File: src/rtl/decode_issue_pkg.sv
// Shared types for the RV32I decode/issue stage: ALU opcodes, encoding fields
// and the registered issue bundle handed to execute.
package decode_issue_pkg;

    localparam int ISSUE_XLEN = 32;

    typedef enum logic [3:0] {
        ALU_NONE  = 4'd0,
        ALU_ADD   = 4'd1,
        ALU_SUB   = 4'd2,
        ALU_XOR   = 4'd3,
        ALU_OR    = 4'd4,
        ALU_AND   = 4'd5,
        ALU_SLL   = 4'd6,
        ALU_SRL   = 4'd7,
        ALU_SLA   = 4'd8,
        ALU_SRA   = 4'd9,
        ALU_SLT   = 4'd10,
        ALU_SLTU  = 4'd11,
        ALU_LUI   = 4'd12,
        ALU_AUIPC = 4'd13
    } alu_op_e;

    localparam logic [6:0] OPC_OP     = 7'b0110011;
    localparam logic [6:0] OPC_OP_IMM = 7'b0010011;
    localparam logic [6:0] OPC_LUI    = 7'b0110111;
    localparam logic [6:0] OPC_AUIPC  = 7'b0010111;

    localparam logic [2:0] F3_ADD  = 3'b000;
    localparam logic [2:0] F3_SLL  = 3'b001;
    localparam logic [2:0] F3_SLT  = 3'b010;
    localparam logic [2:0] F3_SLTU = 3'b011;
    localparam logic [2:0] F3_XOR  = 3'b100;
    localparam logic [2:0] F3_SR   = 3'b101;
    localparam logic [2:0] F3_OR   = 3'b110;
    localparam logic [2:0] F3_AND  = 3'b111;

    localparam logic [6:0] F7_BASE = 7'h00;
    localparam logic [6:0] F7_ALT  = 7'h20;

    typedef struct packed {
        alu_op_e                 alu_op;
        logic [ISSUE_XLEN-1:0]   a;
        logic [ISSUE_XLEN-1:0]   b;
        logic [ISSUE_XLEN-1:0]   pc;
        logic [4:0]              rd;
        logic                    rd_we;
        logic                    illegal;
    } issue_t;

endpackage

File: src/rtl/decode_issue_scoreboard.sv
// Busy-bit scoreboard for RAW hazard detection; x0 is never busy.
module decode_issue_scoreboard #(
    parameter int NREGS = 32
) (
    input  logic       clk,
    input  logic       rst_n,
    input  logic       set_en_i,
    input  logic [4:0] set_rd_i,
    input  logic       clr_en_i,
    input  logic [4:0] clr_rd_i,
    input  logic       fclr_en_i,
    input  logic [4:0] fclr_rd_i,
    input  logic [4:0] rd_a_addr_i,
    input  logic [4:0] rd_b_addr_i,
    output logic       rd_a_busy_o,
    output logic       rd_b_busy_o
);

    logic [NREGS-1:0] busy_q;
    logic [NREGS-1:0] busy_d;

    // A newly issued writer owns the bit even if an older result retires the same cycle.
    always_comb begin
        busy_d = busy_q;
        for (int i = 1; i < NREGS; i++) begin
            if (set_en_i && (set_rd_i == i[4:0])) begin
                busy_d[i] = 1'b1;
            end else if ((clr_en_i && (clr_rd_i == i[4:0])) ||
                         (fclr_en_i && (fclr_rd_i == i[4:0]))) begin
                busy_d[i] = 1'b0;
            end
        end
        busy_d[0] = 1'b0;
    end

    always_ff @(posedge clk) begin
        if (!rst_n) begin
            busy_q <= '0;
        end else begin
            busy_q <= busy_d;
        end
    end

    assign rd_a_busy_o = busy_q[rd_a_addr_i];
    assign rd_b_busy_o = busy_q[rd_b_addr_i];

endmodule

File: src/rtl/decode_issue.sv
// RV32I integer decode/issue stage: decodes OP, OP-IMM, LUI, AUIPC, checks the
// scoreboard for RAW hazards and holds one issued instruction for the ALU.
module decode_issue
    import decode_issue_pkg::*;
#(
    parameter int XLEN  = 32,
    parameter int NREGS = 32
) (
    input  logic            clk,
    input  logic            rst_n,
    input  logic            in_valid,
    output logic            in_ready,
    input  logic [31:0]     in_instr,
    input  logic [XLEN-1:0] in_pc,
    output logic [4:0]      rs1_addr,
    output logic [4:0]      rs2_addr,
    input  logic [XLEN-1:0] rs1_data,
    input  logic [XLEN-1:0] rs2_data,
    input  logic            wb_valid,
    input  logic [4:0]      wb_rd,
    input  logic            flush,
    output logic            out_valid,
    input  logic            out_ready,
    output logic [3:0]      out_alu_op,
    output logic [XLEN-1:0] out_alu_a,
    output logic [XLEN-1:0] out_alu_b,
    output logic [XLEN-1:0] out_pc,
    output logic [4:0]      out_rd,
    output logic            out_rd_we,
    output logic            out_illegal
);

    logic [6:0]  opcode;
    logic [2:0]  f3;
    logic [6:0]  f7;
    logic [4:0]  rd_f;
    logic [31:0] imm_i;
    logic [31:0] imm_u;
    logic [31:0] shamt;

    issue_t dec;
    logic   legal;
    logic   rs1_used;
    logic   rs2_used;
    logic   rs1_busy;
    logic   rs2_busy;
    logic   hazard;
    logic   in_fire;

    issue_t issue_q, issue_d;
    logic   valid_q, valid_d;

    assign opcode   = in_instr[6:0];
    assign rd_f     = in_instr[11:7];
    assign f3       = in_instr[14:12];
    assign rs1_addr = in_instr[19:15];
    assign rs2_addr = in_instr[24:20];
    assign f7       = in_instr[31:25];
    assign imm_i    = {{20{in_instr[31]}}, in_instr[31:20]};
    assign imm_u    = {12'b0, in_instr[31:12]};
    assign shamt    = {27'b0, in_instr[24:20]};

    always_comb begin
        dec      = '0;
        dec.pc   = in_pc + 32'd4;
        dec.rd   = rd_f;
        legal    = 1'b1;
        rs1_used = 1'b0;
        rs2_used = 1'b0;
        unique case (opcode)
            OPC_OP: begin
                rs1_used = 1'b1;
                rs2_used = 1'b1;
                dec.a    = rs1_data;
                dec.b    = rs2_data;
                legal    = (f7 == F7_BASE) ||
                           ((f7 == F7_ALT) && ((f3 == F3_ADD) || (f3 == F3_SR)));
                unique case (f3)
                    F3_ADD:  dec.alu_op = (f7 == F7_ALT) ? ALU_SUB : ALU_ADD;
                    F3_SLL:  dec.alu_op = ALU_SLL;
                    F3_SLT:  dec.alu_op = ALU_SLT;
                    F3_SLTU: dec.alu_op = ALU_SLTU;
                    F3_XOR:  dec.alu_op = ALU_XOR;
                    F3_SR:   dec.alu_op = (f7 == F7_ALT) ? ALU_SRA : ALU_SRL;
                    F3_OR:   dec.alu_op = ALU_OR;
                    default: dec.alu_op = ALU_AND;
                endcase
            end
            OPC_OP_IMM: begin
                rs1_used = 1'b1;
                dec.a    = rs1_data;
                dec.b    = imm_i;
                unique case (f3)
                    F3_ADD:  dec.alu_op = ALU_ADD;
                    F3_SLT:  dec.alu_op = ALU_SLT;
                    F3_SLTU: dec.alu_op = ALU_SLTU;
                    F3_XOR:  dec.alu_op = ALU_XOR;
                    F3_OR:   dec.alu_op = ALU_OR;
                    F3_AND:  dec.alu_op = ALU_AND;
                    F3_SLL: begin
                        dec.alu_op = ALU_SLL;
                        dec.b      = shamt;
                        legal      = (f7 == F7_BASE);
                    end
                    default: begin
                        dec.alu_op = (f7 == F7_ALT) ? ALU_SRA : ALU_SRL;
                        dec.b      = shamt;
                        legal      = (f7 == F7_BASE) || (f7 == F7_ALT);
                    end
                endcase
            end
            OPC_LUI: begin
                dec.alu_op = ALU_LUI;
                dec.b      = imm_u;
            end
            OPC_AUIPC: begin
                dec.alu_op = ALU_AUIPC;
                dec.b      = imm_u;
            end
            default: legal = 1'b0;
        endcase
        // Illegal encodings still issue with a clean payload so execute can trap.
        if (!legal) begin
            dec.alu_op  = ALU_NONE;
            dec.a       = '0;
            dec.b       = '0;
            dec.illegal = 1'b1;
        end
        dec.rd_we = legal && (rd_f != 5'd0);
    end

    decode_issue_scoreboard #(
        .NREGS(NREGS)
    ) u_scoreboard (
        .clk        (clk),
        .rst_n      (rst_n),
        .set_en_i   (in_fire && dec.rd_we),
        .set_rd_i   (dec.rd),
        .clr_en_i   (wb_valid),
        .clr_rd_i   (wb_rd),
        .fclr_en_i  (flush && valid_q && issue_q.rd_we),
        .fclr_rd_i  (issue_q.rd),
        .rd_a_addr_i(rs1_addr),
        .rd_b_addr_i(rs2_addr),
        .rd_a_busy_o(rs1_busy),
        .rd_b_busy_o(rs2_busy)
    );

    assign hazard   = (rs1_used && rs1_busy) || (rs2_used && rs2_busy);
    assign in_ready = !hazard && (!valid_q || out_ready) && !flush;
    assign in_fire  = in_valid && in_ready;

    always_comb begin
        issue_d = in_fire ? dec : issue_q;
        valid_d = valid_q;
        if (flush) begin
            valid_d = 1'b0;
        end else if (in_fire) begin
            valid_d = 1'b1;
        end else if (out_ready) begin
            valid_d = 1'b0;
        end
    end

    always_ff @(posedge clk) begin
        if (!rst_n) begin
            valid_q <= 1'b0;
            issue_q <= '0;
        end else begin
            valid_q <= valid_d;
            issue_q <= issue_d;
        end
    end

    assign out_valid   = valid_q;
    assign out_alu_op  = issue_q.alu_op;
    assign out_alu_a   = issue_q.a;
    assign out_alu_b   = issue_q.b;
    assign out_pc      = issue_q.pc;
    assign out_rd      = issue_q.rd;
    assign out_rd_we   = issue_q.rd_we;
    assign out_illegal = issue_q.illegal;

endmodule

File: config.mk
export PLATFORM = sky130hd
export DESIGN_NAME = decode_issue
export DESIGN_NICKNAME = d
export VERILOG_FILES = /design/src/rtl/decode_issue_pkg.sv /design/src/rtl/decode_issue_scoreboard.sv /design/src/rtl/decode_issue.sv
export SDC_FILE = /design/constraint.sdc
export NUM_CORES = 1
export LEC_CHECK = 0
export BUFFER_PORTS_ARGS = -buffer_cell sky130_fd_sc_hd__buf_2
export CORE_MARGIN = 3
export CORE_UTILIZATION = 40
export CTS_CLUSTER_SIZE = 25
export DETAILED_ROUTE_END_ITERATION = 6
export GPL_TIMING_DRIVEN = 1
export PLACE_DENSITY_LB_ADDON = 0.3
export SYNTH_ARGS = -nofsm -noshare
export SYNTH_HDL_FRONTEND = slang
export SYNTH_SLANG_ARGS = --single-unit
export TNS_END_PERCENT = 10
File: constraint.sdc
create_clock -name clk -period 2.5 [get_ports clk]
set_clock_uncertainty 0.2 [all_clocks]
set_input_delay 0.25 -clock clk [delete_from_list [all_inputs] [get_ports clk]]
set_output_delay 0.25 -clock clk [all_outputs]
set_load 0.05 [all_outputs]
* Word level (Yosys, flattened, before mapping)
Index checks and enable logic that the tools add are counted.
** Storage, ports and cells
- Register bits after elaboration :: 140
- Bits of input ports :: 139
- Output and inout bits :: 119
- Word-level logic and storage cells :: 412
** Cells by class
- Add/sub/neg operators :: 1
- Magnitude comparators :: 2
- Eq/ne operators :: 105
- Multiplexer cells :: 82
- Bitwise logic cells :: 1
- Reductions and logical operators :: 181
** Operators by type and width (number)
- $eq A5 B5 Y1 const B :: 48
- $eq A5 B4 Y1 const B :: 24
- $logic_and A1 B1 Y1 :: 103
- $pmux W32 S3 :: 1
- $mux W1 :: 69
- $mux W68 :: 1
- $mux W32 :: 2
- $reduce_bool A2 Y1 :: 32
- $eq A5 B3 Y1 const B :: 12
- $pmux W4 S7 :: 2
- $logic_or A1 B1 Y1 :: 36
- $add A32 B3 Y32 const B :: 1
- $eq A5 B2 Y1 const B :: 6
- $eq A7 B6 Y1 const B :: 3
- $pmux W4 S4 :: 1
- $eq A5 B1 Y1 const B :: 3
- $eq A7 B5 Y1 const B :: 2
- $eq A3 B3 Y1 const B :: 4
- $lt A5 B6 Y1 const B :: 2
- $bmux W1 S5 :: 2
- $logic_not A7 Y1 :: 1
- $eq A3 B2 Y1 const B :: 2
- $reduce_or A2 Y1 :: 3
- $reduce_or A6 Y1 :: 1
- 9 further kinds :: 11

* Depth between registers and ports, before layout
Gate-level depths: netlist of run 1.
- Depth after elaboration :: 12
- Depth in mapped cells :: 10
- Depth with buffers taken out :: 7

* By module
From an unflattened synthesis of run 1, not the netlist that was laid out.
** Second synthesis, totals
- Cells, all modules :: 772
- Area total of the unflattened synthesis :: 7099.3 um2
** Modules (own cells, without submodules)
- decode_issue :: times used 1, cells each 523, area an instance 4867.2 um2, seq. area each 2162.1 um2
- decode_issue_scoreboard :: times used 1, cells each 249, area an instance 2232.1 um2, seq. area each 620.6 um2

* Worst setup path after synthesis of run 1
OpenSTA, ideal clock, no wires.
- Path kind :: input to output
- From :: in in_instr[16]
- To :: out in_ready
- Arrival :: 2971 ps
- Data required time :: 2050 ps
- Slack :: -921 ps
- Cell stages on the path :: 5
- Path buffers :: 1
- Cells stage by stage :: buf_2 > mux4_2 > mux2_2 > o2111a_1 > nor4bb_1
** Between the ends
- Word-level cells in the longest chain between the ends :: 7
** RTL lines
- from (decl) :: line decode_issue.sv:13 : input logic [31:0] in_instr,
- $bmux W1 S5 :: line decode_issue_scoreboard.sv:44 : assign rd_a_busy_o = busy_q[rd_a_addr_i];
- $mux W1 (implied by the code) :: line decode_issue_scoreboard.sv:44
- $logic_and A1 B1 Y1 :: line decode_issue.sv:149 : assign hazard = (rs1_used && rs1_busy) || (rs2_used && rs2_busy);
- $logic_or A1 B1 Y1 :: line decode_issue.sv:149
- $logic_not A1 Y1 :: line decode_issue.sv:150 : assign in_ready = !hazard && (!valid_q || out_ready) && !flush;
- $logic_and A1 B1 Y1 (2 in series) :: line decode_issue.sv:150
- to (decl) :: line decode_issue.sv:12 : output logic in_ready,
Every way passes these cells. The select of a mux whose other input is x is not followed.

* Worst setup path in the final report of run 1
- From :: reg u_scoreboard.busy_q[9]
- To :: out in_ready
** Between the ends
- Word-level cells in the longest chain between the ends :: 7
- Elaborated cells between the ends (all ways) :: 10
- Classes of those cells :: 4 x mux; 6 x reduce/logical
** RTL lines
- from (decl) :: line decode_issue_scoreboard.sv:19 : logic [NREGS-1:0] busy_q;
- from (signal assigned) :: line decode_issue_scoreboard.sv:40 : busy_q <= busy_d;
- $bmux W1 S5 (on tied branches) :: line decode_issue_scoreboard.sv:44, decode_issue_scoreboard.sv:45
- $mux W1 (on tied branches) :: line decode_issue_scoreboard.sv:44, decode_issue_scoreboard.sv:45
- $logic_and A1 B1 Y1 :: line decode_issue.sv:149
- $logic_or A1 B1 Y1 (*) :: line decode_issue.sv:149
- $logic_not A1 Y1 (*) :: line decode_issue.sv:150
- $logic_and A1 B1 Y1 (*) (2 in series) :: line decode_issue.sv:150
Mark *: on every way between the ends. The rest lies on a longest branch, timed or not. The select of a mux whose other input is x is not followed.

==> results of run 1 <==
## area by class of cell
type | instances | area (um2) | area share, %
inverter | 8 | 30.03 | 0.2639
clock inverter | 14 | 219.0 | 1.924
multi-input combinational | 709 | 4780 | 42.00
clock buffer | 18 | 439.2 | 3.859
sequential | 139 | 2786 | 24.49
timing repair buffer | 415 | 2795 | 24.56
antenna | 2 | 5.005 | 0.04398
tap | 260 | 325.3 | 2.859
## cell usage in the layout, fill, tap and decap left out, types with 5 or more instances in the layout
master,count
nor2b_1,13
nor2_1,18
clkbuf_16,17
a221o_1,9
nand3b_1,5
o41ai_1,12
buf_12,8
dfxtp_1,136
xor2_1,11
o41ai_2,20
or2_2,5
inv_1,8
nand2b_1,12
buf_4,68
o2111ai_1,31
mux4_2,6
or3_1,8
and3_1,5
nand3_1,33
xnor2_1,18
o211ai_1,5
dlygate4sd3_1,78
nand2_1,292
nand4_1,13
bufinv_16,5
nor3_1,5
buf_2,255
o21ai_0,5
mux2_2,6
mux2i_1,125
buf_6,6
a22oi_1,9
## stage by stage
stage | util (%) | hold slack, ns | TNS [ns] | total power [mW]
floorplan | - | 0.1230 | -3.965 | 2.837
global placement | 51.58 | 0.2404 | -51.66 | 3.129
detailed placement | 51.58 | 0.2474 | -53.22 | 3.133
CTS | 60.12 | 0.001952 | -21.48 | 6.069
global route | 60.23 | 0.04793 | -36.60 | 6.251
finish | 60.23 | 0.01888 | -24.96 | 6.025
## critical path: stages (launching register included)
cell and delay, ns:
dfxtp_2 0.34, mux4_2 0.46, mux2_4 0.28, o2111a_2 0.28, buf_6 0.12, nor4bb_4 0.28, buf_6 0.20
## cells by family (layout without fill, tap and decap cells)
family	count (synthesis)	after routing	share of synthesized area, %
adders and majority gates	1	1	0.1607
and+or+nand+nor	433	433	24.84
other	0	2	0
buffers and inverters	92	455	5.353
xor gates and xnor gates	29	29	3.263
DFF	139	139	35.75
AOI/OAI and AO/OA	108	108	11.81
muxes	138	138	18.82
## sequential cells by signal (all words and copies together) (netlist names)
| signal | cells |
|---|---|
| out_alu_a | 32 |
| out_alu_b | 32 |
| out_alu_op | 4 |
| out_illegal | 1 |
| out_pc | 32 |
| out_rd | 5 |
| out_rd_we | 1 |
| out_valid | 1 |
| u_scoreboard.busy_q | 31 |
## layer usage
metal,routed length (um),global-route usage [%]
met1,10890,30.32
met2,11740,38.00
met3,2364,7.225
met4,1129,11.21
met5,0,0
## worst max-delay path by stage
stage                                          to  slack, ns  cells past startpoint
after detailed placement  u_scoreboard.busy_q[18]      -0.46                      8
after global routing                     in_ready      -0.40                      6
after CTS                                in_ready      -0.35                      6
final                                    in_ready      -0.33                      6
after global placement              out_alu_b[23]      -0.42                      8
after floorplan                      out_alu_b[0]      -0.04                      9
## where the power goes
part | internal, mW | switching [mW]
Sequential | 2.25 | 0.0243
Combinational | 0.379 | 0.555
Clock | 1.80 | 1.01
Total | 4.43 | 1.59
## what timing repair did
| action | CTS | global route |
|---|---|---|
| resized for setup | 31 | 2 |
| hold buffers | 78 | 0 |
| buffers inserted | 0 | 1 |
| hold endpoints to repair | 77 | 0 |
| pin swaps | 11 | 0 |
| setup endpoints to repair | 140 | 140 |
==> impl_metrics.ini, run 1 <==
[detailed_routing]
ant_nets = 0
via_per_inst = 5.377
wl_per_cell_um = 16.69
drtPass1Iterations = 5
drt_iter0_drc = 503
vias = 8415
drc = 0
wl_um = 26120

[worst_setup_path]
crit_path_end_kind = primary output
required_ns = 2.05
startpoint_type = flip-flop
r2r_end = u_scoreboard.busy_q[17]
worst-path-max-fanout = 3
crit_type = flip-flop to primary output
cp-startpoint = u_scoreboard.busy_q[9]
r2r_cells = 7
critPathArrivalTime_ns = 2.38
reg2reg_from = u_scoreboard.busy_q[9]
r2r_slack_ns = -0.29

[flow_run]
drv_cap = 0

[yosys]
synth_fp_nets = 1080
synth_top_area_cell = dfxtp_1
synth_most_common_cell = nand2_1
netlist_instances = 940
yosysTopAreaCellShare_pct = 35.75
yosys_most_used_dff = dfxtp_1
ys_warn_count = 0
synthArstFlopShare_pct = 0
syn_area_um2 = 7784
yosysUniqueCellTypes = 54
synth-seq-cells = 139
synth_area_per_cell_um2 = 8.281
seq_area_frac_synth_pct = 35.75
synth_edf_count = 0
ys_top_cells_by_count = nand2_1 (292), dfxtp_1 (139), mux2i_1 (125), clkbuf_1 (51), nand3_1 (33)
synth_area_leaders = dfxtp_1 (36%), mux2i_1 (16%), nand2_1 (14%)

[layout]
area_delta_synth_final_pct = 46.20
fill_cells = 1670
fin_cells = 1565
drive_gt1_share_pct = 32.39
final_area_um2 = 11380
nets = 1430

[sta]
final_hold_viol_count = 0
fin_crit_ns = 2.829
relSlewSlack_pct = 49.20
drv_slew = 0
setup_slack_ns = -0.3288
finalSetupViolations = 140
fmax_ghz = 0.3535
rsz0062_at_grt = yes
max_slew.worst_pin.slew_ns = 0.7621
period_share_pct = 113.2

[placement]
dpl_cell_area_um2 = 9744
globalplace.congestion = 0.9302
dp_slack_ns = -0.4558
dp_cells = 1452
io_buffers = 257
dp_hpwl_um = 18330

[global_route]
grt_pass1_vias = 8150
grt_usage_pct = 24.08
antenna_found_initial = 2
overflow = 0
grt_max_degree = 181
grt_pass1_wl_um = 42300

[floorplanning]
die-area_um2 = 21170
start_util_pct = 41.20
core_area_um2 = 18890
std_cell_rows = 50
fp.dieH_um = 145.5
pin_count = 258
die_width_um = 145.5

[min_path]
hold_class = primary input to flip-flop
worstHoldStart = rs2_data[14]
whs_endpoint = out_alu_b[14]
whs_path_depth = 4

[clocking]
cts_tree = yes
clkLatencyLatePin_ns = 0.42
clk_pin_slew_worst_paths_ns = 0.06
cts_buffer_depth = 2
cts.sinks = 139
root_buffer = clkbuf_16
cts_buffers = 17
cts_max_level = 4

[outcome]
status = finished with violations
violations = setup timing

[power_and_ir_drop]
leakagePower_nw = 5.404
p_per_area_nw_per_um2 = 529.4
peakVddDrop_v = 0.0004421
(Power assumes the default switching activity.)
==> run 2, diff against run 1 <==
--- a/config.mk
+++ b/config.mk
@@ -7,7 +7,7 @@
 export LEC_CHECK = 0
 export BUFFER_PORTS_ARGS = -buffer_cell sky130_fd_sc_hd__buf_2
 export CORE_MARGIN = 3
-export CORE_UTILIZATION = 40
+export CORE_UTILIZATION = 46
 export CTS_CLUSTER_SIZE = 25
 export DETAILED_ROUTE_END_ITERATION = 6
 export GPL_TIMING_DRIVEN = 1
==> run 2 against run 1 <==
  * The flow still finishes with violations (setup timing)
  * Register-to-register slack hardly changed
  * Flip-flop and latch count stayed put
  * Wire length up 6.6%
  * Cell count is 2.0% lower
==> impl_metrics.ini, run 2 (same netlist as run 1, synthesis figures left out) <==
[floorplanning]
die-area_um2 = 18520
fp.dieH_um = 136.1
pin_count = 258
std_cell_rows = 46
die_width_um = 136.1
core_area_um2 = 16230
start_util_pct = 47.96

[worst_setup_path]
startpoint_type = flip-flop
required_ns = 2.05
worst-path-max-fanout = 2
critPathArrivalTime_ns = 2.36
crit_type = flip-flop to primary output
r2r_slack_ns = -0.30
cp-startpoint = u_scoreboard.busy_q[11]
r2r_cells = 8
r2r_end = u_scoreboard.busy_q[4]
reg2reg_from = u_scoreboard.busy_q[11]
crit_path_end_kind = primary output
critPathCapture = in_ready

[layout]
final_area_um2 = 11540
layout_commonest_cell = nand2_1
drive_gt1_share_pct = 34.57
fill_cells = 1244
area_delta_synth_final_pct = 48.21
nets = 1443
final_cell_mix = nand2_1 (292), buf_2 (255), dfxtp_1 (132)

[detailed_routing]
vias = 8694
wl_um = 27840
drt_iter0_drc = 500
wl_per_cell_um = 18.15
drc = 0
ant_nets = 0
via_per_inst = 5.668
drtPass1Iterations = 5

[sta]
final_hold_viol_count = 0
setup_slack_ns = -0.3076
fmax_ghz = 0.3562
finalSetupViolations = 140
relSlewSlack_pct = 58.18
setup_tns_ns = -30.03
max_slew.worst_pin.slew_ns = 0.6192
period_share_pct = 112.3
drv_slew = 0
fin_crit_ns = 2.808
rsz0062_at_grt = yes

[placement]
io_buffers = 257
dp_slack_ns = -0.3622
dpl_cell_area_um2 = 9694
dp_hpwl_um = 18390
globalplace.congestion = 0.9881

[clocking]
root_buffer = clkbuf_16
clkLatencyLatePin_ns = 0.42
cts_buffer_depth = 2
cts_tree = yes
cts_buffers = 17
clk_pin_slew_worst_paths_ns = 0.06
cts.sinks = 139
cts_max_level = 4

[global_route]
grt_max_degree = 121
grt_usage_pct = 28.10
grt_pass1_wl_um = 41500
overflow = 0
antenna_found_initial = 0
grt_pass1_vias = 8289

[flow_run]
drv_cap = 0

[power_and_ir_drop]
peakVddDrop_v = 0.0005023
leakagePower_nw = 5.528
p_per_area_nw_per_um2 = 492.4

[outcome]
violations = setup timing
status = finished with violations

[min_path]
worstHoldStart = rs2_data[29]
hold_class = primary input to flip-flop
-- run 2: worst max-delay path, stage by stage, from the launching register on --
cell	delay, ns
dfxtp_2	0.33
mux4_2	0.47
mux2_4	0.29
o2111a_1	0.26
buf_6	0.13
nor4bb_4	0.28
buf_6	0.20
-- run 2: how the worst min path moves through the flow --
stage / endpoint / depth (start not counted)
finish: out_alu_b[29] / 5
global route: out_alu_b[29] / 5
CTS: out_pc[9] / 4
detailed placement: out_pc[6] / 2
global placement: out_pc[4] / 2
floorplan: out_valid / 1
-- run 2: cell type report --
class,instances,area (um2),share of cell area [%]
Antenna cell,2,5.005,0.04338
Clock buffer,19,452.9,3.926
Clock inverter,13,118.9,1.030
Inverter,8,30.03,0.2603
Multi-Input combinational cell,709,4868,42.20
Sequential cell,139,2791,24.20
Tap cell,216,270.3,2.343
Timing Repair Buffer,428,2999,26.00
-- run 2: repair_timing --
action,in CTS,in global routing
pin swaps,13,3
endpoints found under the hold margin,74,0
gates resized for setup,44,22
setup endpoints to repair,140,140
hold buffers,75,0
cloned,3,3
setup buffers,4,3
-- run 2: per-stage QoR --
step | cells | utilization (%) | total power, mW | hold WS, ns
after floorplan | 940 | - | 2.837 | 0.1230
after global placement | 1412 | 59.73 | 3.128 | 0.2412
after detailed placement | 1412 | 59.73 | 3.133 | 0.2498
after CTS | 1526 | 69.80 | 5.663 | 0.0003331
after global routing | 1532 | 71.05 | 5.848 | 0.01636
final | 1534 | 71.08 | 5.680 | 0.008003
-- run 2: layer usage --
| layer | vias up | GRT usage (%) | share of wire (%) | routed length (um) |
|---|---|---|---|---|
| li1 | 4067 | - | - | - |
| met1 | 4009 | 33.73 | 39 | 10890 |
| met2 | 518 | 46.95 | 47 | 13100 |
| met3 | 100 | 7.069 | 9.4 | 2630 |
| met4 | 0 | 13.61 | 4.4 | 1216 |
| met5 | - | 0 | 0 | 0 |
-- run 2: power by group --
| part | internal (mW) | switching, mW |
|---|---|---|
| clock | 1.42 | 0.995 |
| combinational | 0.411 | 0.579 |
| sequential | 2.25 | 0.0228 |
| total | 4.08 | 1.60 |
==> run 3, diff against run 2 <==
--- a/config.mk
+++ b/config.mk
@@ -12,6 +12,7 @@
 export DETAILED_ROUTE_END_ITERATION = 6
 export GPL_TIMING_DRIVEN = 1
 export PLACE_DENSITY_LB_ADDON = 0.3
+export SKIP_CTS_REPAIR_TIMING = 1
 export SYNTH_ARGS = -nofsm -noshare
 export SYNTH_HDL_FRONTEND = slang
 export SYNTH_SLANG_ARGS = --single-unit
==> run 3 against run 2 <==
  * Wire length decreased by 5.1%
  * Worst hold slack got worse by 0.039 ns
  * The run ends with hold timing, setup timing left
  * Total power decreased by 0.79%
  * Via count decreased by 2.9%
  * Sequential power about the same
  * Critical path type unchanged
  * Setup slack got worse by 0.011 ns
  * Cell count decreased by 1.9%
  * Die area unchanged
  * Clock power about the same
  * Non-clock buffer count decreased by 28
==> impl_metrics.ini, run 3 (same netlist as run 1, synthesis figures left out) <==
[detailed_routing]
ant_nets = 0
wl_um = 26430
wl_per_cell_um = 17.56
drtPass1Iterations = 5
drt_iter0_drc = 622
via_per_inst = 5.608
vias = 8440
drc = 0

[worst_setup_path]
cpMaxStageDelayCell = mux4_2
r2r_slack_ns = -0.30
required_ns = 2.05
startpoint_type = flip-flop
max_stage_delay_ns = 0.46
critPathArrivalTime_ns = 2.37
cp_cell_sequence = mux4_2 > mux2_4 > o2111a_1 > buf_6 > nor4bb_4 > buf_6
crit_type = flip-flop to primary output
worst-path-max-fanout = 2
worst_path_most_repeated_cell = buf_6
crit_path_end_kind = primary output

[min_path]
hold_class = primary input to flip-flop

[power_and_ir_drop]
leakagePower_nw = 5.481
comb_power_share_pct = 16.7
peakVddDrop_v = 0.0004960
p_total_mw = 5.635
p_per_area_nw_per_um2 = 502.6
swShare_pct = 28.15
p_seq_share_pct = 40.3
internal_power_mw = 4.049
power_switching_mw = 1.586
pwr-share-clk_pct = 42.9

[global_route]
antenna_found_initial = 0
grt_pass1_vias = 7306
grtUsageMet3_pct = 6.292
grt_pass1_wl_um = 37070
overflow = 0
top_usage_layer = met2
grt_usage_pct = 24.94
grt_util_met2_pct = 40.53
grt_max_degree = 121
grt_use_met1_pct = 31.88

[layout]
drive_gt1_share_pct = 34.70
area_delta_synth_final_pct = 44.04
layout_commonest_cell = nand2_1
fill_cells = 1310
nets = 1415
final_cell_mix = nand2_1 (292), buf_2 (256), dfxtp_1 (132)
fin_cells = 1505

[outcome]
status = finished with violations
violations = hold timing, setup timing

[clocking]
cts_buffers = 17
clkLatencyLatePin_ns = 0.41
root_buffer = clkbuf_16
clk_pin_slew_worst_paths_ns = 0.06
cts_tree = yes
cts_max_level = 4
cts.sinks = 139
cts_buffer_depth = 2

[floorplanning]
die-area_um2 = 18520
pin_count = 258
fp.dieH_um = 136.1
core_area_um2 = 16230
die_width_um = 136.1
start_util_pct = 47.96
std_cell_rows = 46

[sta]
finalSetupViolations = 140
fmax_ghz = 0.3548
relSlewSlack_pct = 57.14
fin_crit_ns = 2.819
drv_slew = 0
final_hold_viol_count = 13
period_share_pct = 112.7
rsz0062_at_grt = yes
max_slew.worst_pin.slew_ns = 0.6429
fin_hold_ws_ns = -0.03091
setup_slack_ns = -0.3187

[placement]
dp_cells = 1412
dp_hpwl_um = 18390
io_buffers = 257
dp_slack_ns = -0.3622
globalplace.congestion = 0.9881

[flow_run]
drv_cap = 0
## run 3: changes by cell type in the layout (fill, tap and decap cells not counted), sizes merged
cell,change
buf,-3
diode,-1
dlygate4sd3,-25
## run 3: path summary, 6_finish.rpt
kind                            from                     end  cells past startpoint
min reg2reg               out_pc[26]              out_pc[26]                      2
max          u_scoreboard.busy_q[15]                in_ready                      6
min                        in_pc[28]              out_pc[28]                      4
max reg2reg  u_scoreboard.busy_q[15]  u_scoreboard.busy_q[4]                      8
## run 3: layout make-up
cell class / instances / area [um2] / share of cell area [%]
clock inverter: 13 / 118.9 / 1.060
clock buffer: 19 / 452.9 / 4.040
timing repair buffer: 400 / 2669 / 23.80
antenna: 1 / 2.502 / 0.02232
sequential: 139 / 2791 / 24.90
inverter: 8 / 30.03 / 0.2678
multi-input combinational: 709 / 4877 / 43.50
tap: 216 / 270.3 / 2.410
## run 3: worst max-delay path, delay by kind of cell, from the launching register on
| family | cells | cell delay, ns |
|---|---|---|
| compound gates | 1 | 0.27 |
| simple gates | 1 | 0.29 |
| buf+inv | 2 | 0.33 |
| flops | 1 | 0.33 |
| mux | 2 | 0.73 |
## run 3: through the flow
| step | instance area [um2] | TNS (ns) | hold slack (ns) | utilization (%) |
|---|---|---|---|---|
| after floorplan | 7860 | -3.965 | 0.1230 | - |
| after global placement | 9694 | -37.16 | 0.2412 | 59.73 |
| after detailed placement | 9694 | -40.24 | 0.2498 | 59.73 |
| after CTS | 10270 | -20.43 | -0.1720 | 63.25 |
| after global routing | 11210 | -40.17 | 0.001140 | 69.06 |
| final | 11210 | -26.60 | -0.03091 | 69.08 |
## run 3: layer usage
metal  vias up  part of all wire, %
met4         0                  2.7
met1      3903                   40
met2       476                   48
met3        53                  9.4
met5         -                    0
li1       4008                    -
## run 3: power groups by stage
stage                     logic (mW)  registers, mW  clock network (mW)
after floorplan                0.398           2.44                   0
after global placement         0.807           2.32                   0
after detailed placement       0.813           2.32                   0
after CTS                      0.815           2.27                2.44
after global routing           0.999           2.28                2.53
final                          0.942           2.27                2.42
